--- config.mk ---
export PLATFORM = sky130hd
export DESIGN_NAME = seq_mult_module
export DESIGN_NICKNAME = d
export VERILOG_FILES = /design/src/rtl/mult_pkg.sv /design/src/rtl/mult_flag_gen.sv /design/src/rtl/seq_mult_module.sv
export SDC_FILE = /design/constraint.sdc
export NUM_CORES = 1
export LEC_CHECK = 0
export ABC_AREA = 1
export CAP_MARGIN = 20
export CELL_PAD_IN_SITES_DETAIL_PLACEMENT = 2
export CELL_PAD_IN_SITES_GLOBAL_PLACEMENT = 2
export CORE_MARGIN = 8
export CORE_UTILIZATION = 33
export DETAILED_ROUTE_END_ITERATION = 8
export MAX_ROUTING_LAYER = met4
export PLACE_DENSITY = 0.81
export SLEW_MARGIN = 20
export SYNTH_ARGS = -nofsm -noshare
export SYNTH_HDL_FRONTEND = slang
export SYNTH_SLANG_ARGS = --single-unit
--- constraint.sdc ---
create_clock -name clk -period 2 [get_ports clk]
set_input_delay 0.4 -clock clk [delete_from_list [all_inputs] [get_ports clk]]
set_output_delay 0.4 -clock clk [all_outputs]
set_load 0.05 [all_outputs]
--- src/rtl/mult_pkg.sv ---
// Shared types and helpers for the sequential multiplier and other ALU units.
//   mult_state_t : FSM state of the sequential multiplier (IDLE, CALC, DONE)
//   alu_flags_t  : ALU status flags {neg, zr, cry, of}
//   cnt_width()  : step-counter width for an N-bit multiplier, $clog2(N+1)
package mult_pkg;

  typedef enum logic [1:0] {
    IDLE = 2'd0,
    CALC = 2'd1,
    DONE = 2'd2
  } mult_state_t;

  typedef struct packed {
    logic neg;
    logic zr;
    logic cry;
    logic of;
  } alu_flags_t;

  localparam int unsigned MULT_N_DEF = 4;
  localparam int unsigned MULT_CNT_W = $clog2(MULT_N_DEF + 1);

  // Counter width for an N-step shift-add sequence
  function automatic int unsigned cnt_width(input int unsigned n);
    return $clog2(n + 1);
  endfunction

endpackage

--- src/rtl/mult_flag_gen.sv ---
// Combinational ALU flag generation from a 2N-bit product.
// Ports:
//   i_prod        in  2N : full product (two's complement when signed)
//   i_signed_mode in  1  : operation was signed
//   i_mag_cry     in  1  : unsigned magnitude product >= 2^N
//   o_flags_c     out    : {neg, zr, cry, of}, combinational
module mult_flag_gen
  import mult_pkg::*;
#(
  parameter int unsigned N = 4
) (
  input  logic [2*N-1:0] i_prod,
  input  logic           i_signed_mode,
  input  logic           i_mag_cry,
  output alu_flags_t     o_flags_c
);

  logic w_sovf;

  // Signed overflow: high half is not the sign extension of the low half
  assign w_sovf = (i_prod[2*N-1:N] != {N{i_prod[N-1]}});

  always_comb begin
    o_flags_c     = '0;
    o_flags_c.neg = i_prod[N-1];
    o_flags_c.zr  = (i_prod[N-1:0] == '0);
    o_flags_c.cry = i_mag_cry;
    o_flags_c.of  = i_signed_mode ? w_sovf : i_mag_cry;
  end

endmodule

--- src/rtl/seq_mult_module.sv ---
// Multi-cycle N x N radix-2 shift-add multiplier with start/done handshake.
// Configuration: define SEQ_MULT_SIGNED_EN to include the signed datapath;
// without it signed_mode is ignored and every operation is unsigned.
// Ports:
//   clk, rst (async, active-high)
//   start, a[N], b[N], signed_mode : request and operands, sampled in IDLE
//   busy       : high while calculating
//   done       : one-cycle pulse when result becomes valid
//   result[N], result_hi[N]         : low / high halves of the product
//   neg_flag, zr_flag, cry_flag, of_flag : flags of last completed op
module seq_mult_module
  import mult_pkg::*;
#(
  parameter int unsigned N = 4
) (
  input  logic         clk,
  input  logic         rst,
  input  logic         start,
  input  logic [N-1:0] a,
  input  logic [N-1:0] b,
  input  logic         signed_mode,
  output logic         busy,
  output logic         done,
  output logic [N-1:0] result,
  output logic [N-1:0] result_hi,
  output logic         neg_flag,
  output logic         zr_flag,
  output logic         cry_flag,
  output logic         of_flag
);

  localparam int unsigned PW    = 2 * N;
  localparam int unsigned CNT_W = cnt_width(N);

  mult_state_t      r_state, w_state_nxt;
  logic [PW-1:0]    r_mcand;
  logic [N-1:0]     r_mplier;
  logic [PW-1:0]    r_acc;
  logic [CNT_W-1:0] r_cnt;
  logic             r_busy, r_done;
  logic [N-1:0]     r_result, r_result_hi;
  alu_flags_t       r_flags;

  logic [N-1:0]     w_mag_a, w_mag_b;
  logic [PW-1:0]    w_mag_prod, w_prod;
  logic             w_mag_cry, w_sm;
  alu_flags_t       w_flags;

  // Accumulator value after the current step; on the last step this is the final magnitude
  assign w_mag_prod = r_acc + (r_mplier[0] ? r_mcand : '0);
  assign w_mag_cry  = |w_mag_prod[PW-1:N];

`ifdef SEQ_MULT_SIGNED_EN
  logic r_neg, r_sm;

  assign w_mag_a = (signed_mode && a[N-1]) ? (~a + N'(1)) : a;
  assign w_mag_b = (signed_mode && b[N-1]) ? (~b + N'(1)) : b;
  assign w_prod  = r_neg ? (~w_mag_prod + PW'(1)) : w_mag_prod;
  assign w_sm    = r_sm;

  // Sign handling latched with the operands
  always_ff @(posedge clk or posedge rst) begin
    if (rst) begin
      r_neg <= 1'b0;
      r_sm  <= 1'b0;
    end else if (r_state == IDLE && start) begin
      r_sm  <= signed_mode;
      r_neg <= signed_mode & (a[N-1] ^ b[N-1]);
    end
  end
`else
  logic w_unused_sm;

  assign w_unused_sm = signed_mode;
  assign w_mag_a     = a;
  assign w_mag_b     = b;
  assign w_prod      = w_mag_prod;
  assign w_sm        = 1'b0;
`endif

  mult_flag_gen #(.N(N)) u_flag_gen (
    .i_prod        (w_prod),
    .i_signed_mode (w_sm),
    .i_mag_cry     (w_mag_cry),
    .o_flags_c     (w_flags)
  );

  // Next-state logic
  always_comb begin
    w_state_nxt = r_state;
    case (r_state)
      IDLE:    if (start) w_state_nxt = CALC;
      CALC:    if (r_cnt == CNT_W'(N - 1)) w_state_nxt = DONE;
      DONE:    w_state_nxt = IDLE;
      default: w_state_nxt = IDLE;
    endcase
  end

  // State register, handshake outputs and shift-add datapath
  always_ff @(posedge clk or posedge rst) begin
    if (rst) begin
      r_state     <= IDLE;
      r_busy      <= 1'b0;
      r_done      <= 1'b0;
      r_mcand     <= '0;
      r_mplier    <= '0;
      r_acc       <= '0;
      r_cnt       <= '0;
      r_result    <= '0;
      r_result_hi <= '0;
      r_flags     <= '0;
    end else begin
      r_state <= w_state_nxt;
      r_busy  <= (w_state_nxt == CALC);
      r_done  <= (w_state_nxt == DONE);
      case (r_state)
        IDLE: begin
          if (start) begin
            r_mcand  <= {{N{1'b0}}, w_mag_a};
            r_mplier <= w_mag_b;
            r_acc    <= '0;
            r_cnt    <= '0;
          end
        end
        CALC: begin
          r_acc    <= w_mag_prod;
          r_mcand  <= r_mcand << 1;
          r_mplier <= r_mplier >> 1;
          r_cnt    <= r_cnt + CNT_W'(1);
          // Final step: publish product and flags together with entry to DONE
          if (w_state_nxt == DONE) begin
            r_result    <= w_prod[N-1:0];
            r_result_hi <= w_prod[PW-1:N];
            r_flags     <= w_flags;
          end
        end
        default: ;
      endcase
    end
  end

  assign busy      = r_busy;
  assign done      = r_done;
  assign result    = r_result;
  assign result_hi = r_result_hi;
  assign neg_flag  = r_flags.neg;
  assign zr_flag   = r_flags.zr;
  assign cry_flag  = r_flags.cry;
  assign of_flag   = r_flags.of;

endmodule

Yosys cells after proc, flatten, opt, wreduce, memory -nomap -nowiden
Index checks and enable logic that the tools add are counted.
{"block": "word_totals", "regBits": 38, "inputBits": 12, "out_inout_bits": 14, "word_cells": 37}
{"block": "classes", "n_addsub": 2, "eq_ne": 5, "mux": 12, "n_reduce_logical": 6}
{"op": "$pmux W8 S2", "n": 2}
{"op": "$mux W8", "n": 3}
{"op": "$add A8 B8 Y8", "n": 1}
{"op": "$pmux W4 S2", "n": 1}
{"op": "$pmux W3 S2", "n": 1}
{"op": "$eq A2 B1 Y1 const B", "n": 2}
{"op": "$logic_not A4 Y1", "n": 1}
{"op": "$mux W2", "n": 2}
{"op": "$mux W4", "n": 1}
{"op": "$pmux W2 S2", "n": 1}
{"op": "$reduce_and A2 Y1", "n": 2}
{"op": "$reduce_or A4 Y1", "n": 1}
{"op": "$add A3 B1 Y3 const B", "n": 1}
{"op": "$eq A3 B2 Y1 const B", "n": 1}
{"op": "$mux W3", "n": 1}
{"op": "$eq A2 B2 Y1 const B", "n": 1}
{"op": "$logic_not A2 Y1", "n": 1}
{"op": "$ne A2 B2 Y1 const B", "n": 1}
{"op": "$reduce_bool A2 Y1", "n": 1}

Depth between registers and ports, before layout
Gate-level depths: netlist of the first run.
{"block": "logic_depth", "depth_word": 5, "depth_mapped": 14, "mapped_depth_nobuf": 13}

Cells and area by module
Synthesis of the first run repeated with hierarchy kept, for this count alone.
{"block": "unflattened", "hier_cells": 256, "hier_area_um2": 2031.9}
{"mod": "seq_mult_module", "instances": 1, "cells_per_inst": 240, "area_each_um2": 1956.9, "seq_area_each_um2": 975.9}
{"mod": "mult_flag_gen", "instances": 1, "cells_per_inst": 16, "area_each_um2": 75.1, "seq_area_each_um2": 0.0}

Worst setup path before layout of the first run
Ideal clock, no wire load.
{"block": "synth_path", "path_kind": "flip-flop to flip-flop", "start": "register r_mplier[0]", "end": "register r_flags (netlist bit of_flag)", "setup_ns": 0.119, "arrival_ns": 1.699, "t_required_ns": 1.881, "setup_slack_ns": 0.182, "path_stages_with_launch": 14, "n_path_buf": 1, "synth_period_minus_slack_ns": 1.818, "cell_sequence": "dfrtp_1 -> buf_6 -> nand2_1 -> inv_1 -> ha_1 -> fa_1 -> nand2_1 -> nand2_1 -> nand3_1 -> nand2_1 -> nor2_1 -> nand2_1 -> nor2_1 -> nor2_1"}
{"block": "synth_between", "elab_chain_cells": 3}
{"item": "start, declared", "line_no": "seq_mult_module.sv:37", "source": "logic [N-1:0] r_mplier;"}
{"item": "start signal, assigned", "line_no": "seq_mult_module.sv:120", "source": "r_mplier <= w_mag_b;"}
{"item": "start signal, assigned", "line_no": "seq_mult_module.sv:128", "source": "r_mplier <= r_mplier >> 1;"}
{"item": "$mux W8", "line_no": "seq_mult_module.sv:50", "source": "assign w_mag_prod = r_acc + (r_mplier[0] ? r_mcand : '0);"}
{"item": "$add A8 B8 Y8", "line_no": "seq_mult_module.sv:50"}
{"item": "$reduce_or A4 Y1", "line_no": "seq_mult_module.sv:51", "source": "assign w_mag_cry = |w_mag_prod[PW-1:N];"}
{"item": "end signal, assigned", "line_no": "seq_mult_module.sv:134", "source": "r_flags <= w_flags;"}
{"item": "end, declared", "line_no": "seq_mult_module.sv:42", "source": "alu_flags_t r_flags;"}
Every way passes these cells.
A chain may end at the register's enable or synchronous reset.

Final worst setup path of the first run
Same ends and word-level chain as after synthesis.

==> results.toml, run 1 <==
[logic_synthesis]
synthArstFlopShare = 1.00
netlist_top_cells_count = "sky130_fd_sc_hd__nand2_1 (54), sky130_fd_sc_hd__dfrtp_1 (37), sky130_fd_sc_hd__inv_1 (29), sky130_fd_sc_hd__nor2_1 (16), sky130_fd_sc_hd__a21oi_1 (11)"
post_synth.cell_area_avg_um2 = 8.74
synthesis.yosys.warnings = 0
synth_cell_type_count = 26
synth-edff-count = 0
synthesis.area_um2 = 1900
synth_xor_area_frac = 0.0139
synth_fp_nets = 239
synth-main-ff-cell = "sky130_fd_sc_hd__dfrtp_1"
main_combinational_cell_family_by_area_after_synthesis = "simple AND/OR/NAND/NOR gates"
part_of_the_yosys_area_used_for_sequential_elements = 0.488
netlist.area_leader.share = 0.488
synth_seq_cells = 37
post_synth_fa_ha_maj_area_fraction = 0.0699
library_cell_with_the_highest_instance_count_after_synthesis = "sky130_fd_sc_hd__nand2_1"
compound_gate_portion_of_the_synthesized_area = 0.127
largest_cells_by_area_after_synthesis = "sky130_fd_sc_hd__dfrtp_1 (49%), sky130_fd_sc_hd__nand2_1 (11%), sky130_fd_sc_hd__ha_1 (5.9%)"
post_synth_and_or_nand_nor_area_fraction = 0.199
cell_taking_the_most_area_after_synthesis = "sky130_fd_sc_hd__dfrtp_1"
synthesis.instances = 217
yosys-mux-area-fraction = 0

[setup_path]
worstPathCellList = "nand2_1 -> inv_1 -> ha_2 -> fa_2 -> nand2_2 -> nand2_4 -> nand3_2 -> nand2_2 -> nor2_4 -> nand2_1 -> nor2_4 -> nor2_1"
r2r_cells = 12
crit-reg2reg-capture = "of_flag"
reg2reg_slack_ns = 0.10
critical_path_required_ns = 2.19
startpoint_type = "flop"
critPathArrivalTime_ns = 2.08
kind_of_critical_path = "flop to flop"
critPathMaxStageDelay_ns = 0.40
timing.critical_path.fanout_max = 3
setup.worst_path.end_class = "flop"
path_delay_family = "simple AND/OR/NAND/NOR gates"
critPathSlowestCell = "sky130_fd_sc_hd__dfrtp_1"
worstPathBufferInverterCount = 1
timing.rr.start = "r_mplier[0]"

[finish]
design.final.nets = 272
antennaDiodeCount = 0
filler_cell_count = 626
syn_to_final_growth_pct = 28.4
area_occupied_by_multi_input_gates_um2 = 893
share_of_layout_cells_above_drive_strength_1 = 0.183
regArea_um2 = 926

[floorplanning]
top_level_ports = 26
core-area_um2 = 5540
rows = 27
die_height_um = 91.8
floorplan.die.width_um = 91.8
die_area_um2 = 8430
start_util = 0.342

[power_and_ir_drop]
power_leakage_nw = 1.19
ir_worst_vdd_mv = 0.794
finalPower_mw = 4.60
pwr_density_cell_nw_per_um2 = 1890

[cts]
clk_pin_slew_worst_setup_hold_paths_ns = 0.07
clkLatencyLatePin_ns = 0.29
cts_buffer_depth = 2
clock_tree.htree_level_count = 2
clock_sink_count = 37
cts_made_buffers = 5
tritoncts_clock_tree = "built"
cts-root-buf = "sky130_fd_sc_hd__clkbuf_8"

[place]
finalWeightedCongestion = 0.722
port_buffers = 24
dp_hpwl_um = 3400

[global_routing]
global_route.overflow_total = 0
grt_pass1_vias = 1767
grt_antenna_before_repair = 0
grt_start_max_net_pins = 38
global_route_wire_length_before_repair_um = 8440
global_route.usage.total = 0.127

[sta]
timing.final.crit_share = 0.948
holdWs_ns = 0.477
totalNegativeSetupSlack_ns = 0
timing_hold_violations_final = 0
slew_violations = 0
worst_clock_skew_ns = 0.00250
count_of_endpoints_failing_setup_in_the_final_report = 0
worst-slew-pin-transition_ns = 0.505
max_freq_ghz = 0.527
timing.slew.headroom = 0.662
period_needed_ns = 1.90

[min_path]
min_delay_endpoint = "r_cnt[0]"
timing.hold.worst_path_depth = 1
timing.hold.worst.start = "r_cnt[0]"
holdCritPathClass = "flop to flop"

[flow_run]
timing.max_cap.violations = 0

[detailed_routing]
detail-route-antenna-nets = 0
post_drt_via_cell_ratio = 4.83
route.detailed.drc = 0
initialDrtViolationCount = 35
wl_um = 5090
drt_pass1_iterations = 4
avg_wl_per_cell_um = 15.8
routed-via-count = 1559

[outcome]
outcome = "complete, no violations"
where the power goes:
group	switching (mW)	total [mW]	internal (mW)
Combinational	1.74	2.77	1.03
Clock	0.272	0.514	0.242
Sequential	0.224	1.31	1.09
flip-flops by register name, summed over array words and instances (netlist names):
register and cells:
r_mplier 4, of_flag 1, result_hi 4, result 4
done 1, r_state 2, r_mcand 8, r_acc 8
zr_flag 1, r_cnt 3, busy 1
per-stage QoR:
step	setup slack [ns]	std cells	instance area, µm²	util
floorplan	0.182	217	1900	-
global placement	0.0667	312	2210	0.400
detailed placement	-0.0210	312	2210	0.400
CTS	0.0170	320	2300	0.416
global route	-0.0444	323	2430	0.439
finish	0.104	323	2430	0.439
what timing repair did:
| action | CTS | global route |
|---|---|---|
| setup endpoints to repair | 1 | 6 |
| resized for setup | 3 | 19 |
| setup buffers | 0 | 3 |
| pin swaps | 0 | 6 |
| hold buffers | 0 | 0 |
metal layers:
| layer | part of all wire | vias up | GRT usage |
|---|---|---|---|
| met5 | 0 | - | - |
| met4 | 0.018 | 0 | 0.0362 |
| li1 | - | 759 | - |
| met1 | 0.41 | 771 | 0.144 |
| met3 | 0.027 | 9 | 0.0269 |
| met2 | 0.54 | 20 | 0.220 |
worst max path at each step:
stage                           start      end  slack, ns  cells past startpoint
after floorplan           r_mplier[0]  of_flag       0.18                     13
after global placement    r_mplier[0]  of_flag       0.07                     12
after detailed placement  r_mplier[0]  of_flag      -0.02                     12
after CTS                 r_mplier[0]  of_flag       0.02                     12
after global routing      r_mplier[0]  of_flag      -0.04                     13
final                     r_mplier[0]  of_flag       0.10                     12
cell type report:
cell class / instances / area share
clock buffer: 6 / 0.0298
clock inverter: 2 / 0.00411
inverter: 32 / 0.0524
multi-input combinational: 140 / 0.367
sequential: 37 / 0.380
tap: 72 / 0.0370
timing repair buffer: 34 / 0.129
layout by cell type, fill, tap and decap left out, drive strengths merged:
cell and n:
clkinv 2, clkbuf 6, clkdlybuf4s50 24, ha 9, xor2 3, nand3b 2, nand2 55, o22ai 4
fa 1, nand3 9, o21ai 23, a21oi 11, dfrtp 37, or2 2, buf 10, a22o 3
inv 32, nor2 17, nand4 1
cells by family (layout without fill, tap and decap cells):
kind of cell / after synthesis / in the layout
DFF: 37 / 37
and+or+nand+nor: 86 / 86
buffers and inverters: 40 / 74
xor gates and xnor gates: 3 / 3
AOI/OAI and AO/OA: 41 / 41
adders and majority gates: 10 / 10
(Power assumes the default switching activity.)
==> inputs of run 2 (changes only) <==
--- a/config.mk
+++ b/config.mk
@@ -5,16 +5,17 @@
 export SDC_FILE = /design/constraint.sdc
 export NUM_CORES = 1
 export LEC_CHECK = 0
-export ABC_AREA = 1
+export ABC_AREA = 0
 export CAP_MARGIN = 20
 export CELL_PAD_IN_SITES_DETAIL_PLACEMENT = 2
 export CELL_PAD_IN_SITES_GLOBAL_PLACEMENT = 2
 export CORE_MARGIN = 8
-export CORE_UTILIZATION = 33
+export CORE_UTILIZATION = 35
 export DETAILED_ROUTE_END_ITERATION = 8
 export MAX_ROUTING_LAYER = met4
-export PLACE_DENSITY = 0.81
+export PLACE_DENSITY = 0.8
 export SLEW_MARGIN = 20
 export SYNTH_ARGS = -nofsm -noshare
 export SYNTH_HDL_FRONTEND = slang
 export SYNTH_SLANG_ARGS = --single-unit
+export TNS_END_PERCENT = 50
==> results.toml, run 2 <==
[outcome]
outcome = "complete, but fails checks"
failed_checks = "negative setup slack"

[logic_synthesis]
netlist.area_leader.share = 0.527
synthesis.area_um2 = 1760
largest_cells_by_area_after_synthesis = "sky130_fd_sc_hd__dfrtp_1 (53%), sky130_fd_sc_hd__ha_1 (6.4%), sky130_fd_sc_hd__a22o_1 (5.0%)"
post_synth.cell_area_avg_um2 = 11.3
synth_seq_cells = 37
synth_xor_area_frac = 0.0349
synth-edff-count = 0
compound_gate_portion_of_the_synthesized_area = 0.178
yosys-mux-area-fraction = 0.0662
synth_fp_nets = 177
post_synth_and_or_nand_nor_area_fraction = 0.0890
post_synth_fa_ha_maj_area_fraction = 0.0755
library_cell_with_the_highest_instance_count_after_synthesis = "sky130_fd_sc_hd__dfrtp_1"
synthesis.instances = 155
synthArstFlopShare = 1.00
netlist_top_cells_count = "sky130_fd_sc_hd__dfrtp_1 (37), sky130_fd_sc_hd__nand2_1 (17), sky130_fd_sc_hd__o21ai_0 (14), sky130_fd_sc_hd__a22o_1 (10), sky130_fd_sc_hd__ha_1 (9)"
synth-main-ff-cell = "sky130_fd_sc_hd__dfrtp_1"
synthesis.yosys.warnings = 0
part_of_the_yosys_area_used_for_sequential_elements = 0.527
cell_taking_the_most_area_after_synthesis = "sky130_fd_sc_hd__dfrtp_1"
main_combinational_cell_family_by_area_after_synthesis = "compound AO/OA/AOI/OAI gates"
synth_cell_type_count = 33

[sta]
worst-slew-pin-transition_ns = 0.628
timing.slew.headroom = 0.581
slew_violations = 0
period_needed_ns = 2.01
worst_clock_skew_ns = 0.00698
totalNegativeSetupSlack_ns = -0.00612
grt_setup_unrepaired = "true"
timing_hold_violations_final = 0
count_of_endpoints_failing_setup_in_the_final_report = 1
max_freq_ghz = 0.498
holdWs_ns = 0.492
timing.final.crit_share = 1.00
post-route-worst-setup-slack_ns = -0.00612

[floorplanning]
die_area_um2 = 7540
rows = 25
core-area_um2 = 4790
start_util = 0.367
floorplan.die.width_um = 86.8
top_level_ports = 26
die_height_um = 86.8

[min_path]
holdCritPathClass = "flop to flop"
timing.hold.worst_path_depth = 2
timing.hold.worst.start = "r_mplier[1]"

[detailed_routing]
drt_pass1_iterations = 4
post_drt_via_cell_ratio = 5.01
routed-via-count = 1308
wl_um = 4940
avg_wl_per_cell_um = 18.9
initialDrtViolationCount = 31
route.detailed.drc = 0
detail-route-antenna-nets = 0

[setup_path]
worstPathCellList = "buf_6 -> and2_4 -> fa_2 -> a211oi_2 -> o21bai_1 -> a21oi_2 -> xor2_2 -> o21ai_1"
kind_of_critical_path = "flop to flop"
critPathArrivalTime_ns = 2.15
critPathMaxStageDelay_ns = 0.40
critPathLaunch = "r_mplier[0]"
setup.worst_path.end_class = "flop"
timing.rr.start = "r_mplier[0]"
startpoint_type = "flop"
critical_path_required_ns = 2.14
critPathSlowestCell = "sky130_fd_sc_hd__dfrtp_1"
timing.critical_path.fanout_max = 8
r2r_cells = 8

[finish]
layout.cells.most_common = "sky130_fd_sc_hd__dfrtp_1"
filler_cell_count = 485
post-route-cell-area_um2 = 2380
regArea_um2 = 926
design.final.nets = 216
final_util = 0.498
antennaDiodeCount = 0
share_of_layout_cells_above_drive_strength_1 = 0.247
largest_registers_ranked_by_flip_flop_count = "r_acc (8), r_mcand (8)"
syn_to_final_growth_pct = 35.7
number_of_non_filler_instances_in_the_completed_layout = 261
layout.cells.most_common_list = "sky130_fd_sc_hd__dfrtp_1 (37), sky130_fd_sc_hd__clkdlybuf4s50_1 (24), sky130_fd_sc_hd__nand2_1 (17)"
area_occupied_by_multi_input_gates_um2 = 916

[global_routing]
global_route_wire_length_before_repair_um = 8060
grt_start_max_net_pins = 38
global_route.usage.total = 0.143
grt_antenna_before_repair = 0
grt_pass1_vias = 1577
global_route.overflow_total = 0

[place]
finalWeightedCongestion = 0.894
placed_area_um2 = 2140
placed_cells_incl_taps = 251
port_buffers = 24
dp_hpwl_um = 3380
placement.setup.worst_slack_ns = -0.165

[cts]
cts_buffer_depth = 2
clock_sink_count = 37
clk_pin_slew_worst_setup_hold_paths_ns = 0.07
cts-root-buf = "sky130_fd_sc_hd__clkbuf_8"
tritoncts_clock_tree = "built"
clock_tree.htree_level_count = 2
clkLatencyLatePin_ns = 0.29
cts.hold.buffers_added = 0
cts_made_buffers = 5

[flow_run]
timing.max_cap.violations = 0

[power_and_ir_drop]
power_leakage_nw = 1.09
finalPower_mw = 3.94
ir_worst_vdd_mv = 0.706
pwr_density_cell_nw_per_um2 = 1650
[run 2: changes by cell type after synthesis, sizes merged, moves of 4 or more]
cell	previous run	this run
nand3	9	0
xnor2	0	4
a22o	3	10
o21ai	23	16
a21oi	11	6
o22ai	4	0
mux2i	0	6
buf	8	4
nor2	17	5
and2	0	7
mux2	0	5
nand2	55	18
inv	32	5
[run 2: per-layer routing]
layer / wire (µm) / share of wire / track usage
met4: 72 / 0.015 / 0.0469
met3: 178 / 0.036 / 0.0378
met5: 0 / 0 / -
met1: 2040 / 0.41 / 0.152
met2: 2640 / 0.54 / 0.251
[run 2: power breakdown]
part	internal (mW)	total, mW	switching [mW]
Sequential	1.05	1.27	0.222
Combinational	0.893	2.14	1.25
Clock	0.273	0.526	0.252
Total	2.21	3.94	1.73
[run 2: worst max-delay path, delay by kind of cell, from the launching register on]
kind / cells / cell delay (ns)
AOI/OAI and AO/OA: 4 / 0.56
xor gates and xnor gates: 1 / 0.21
adders and majority gates: 1 / 0.39
DFF: 1 / 0.40
buffers and inverters: 1 / 0.14
and+or+nand+nor: 1 / 0.15
[run 2: kinds of logic (layout without fill, tap and decap cells)]
kind of cell | Yosys count | in the layout
and+or+nand+nor | 34 | 34
xor gates and xnor gates | 7 | 7
AOI/OAI and AO/OA | 45 | 45
adders and majority gates | 10 | 10
DFF | 37 | 37
muxes | 11 | 11
buffers and inverters | 11 | 50
[run 2: layout make-up]
type                       instances  share of cell area
timing repair buffer              38               0.148
clock buffer                       7              0.0362
multi-input combinational        107               0.384
inverter                           5             0.00787
sequential                        37               0.388
tap                               67              0.0352
[run 2: path summary, 6_finish.rpt]
| check | slack [ns] | end |
|---|---|---|
| max in group asynchronous | 1.14 | r_acc[7] |
| min in group asynchronous | 0.53 | busy |
| worst max-delay path | -0.006 | r_acc[6] |
| worst min-delay path | 0.49 | r_mplier[1] |
| worst min register to register | 0.49 | r_mplier[1] |
| worst max register to register | -0.006 | r_acc[6] |
[run 2: repair_timing]
action                     in CTS  in global routing
pin swaps                       8                  8
resized for setup               4                 18
buffers inserted                2                  1
setup endpoints to repair       7                 11
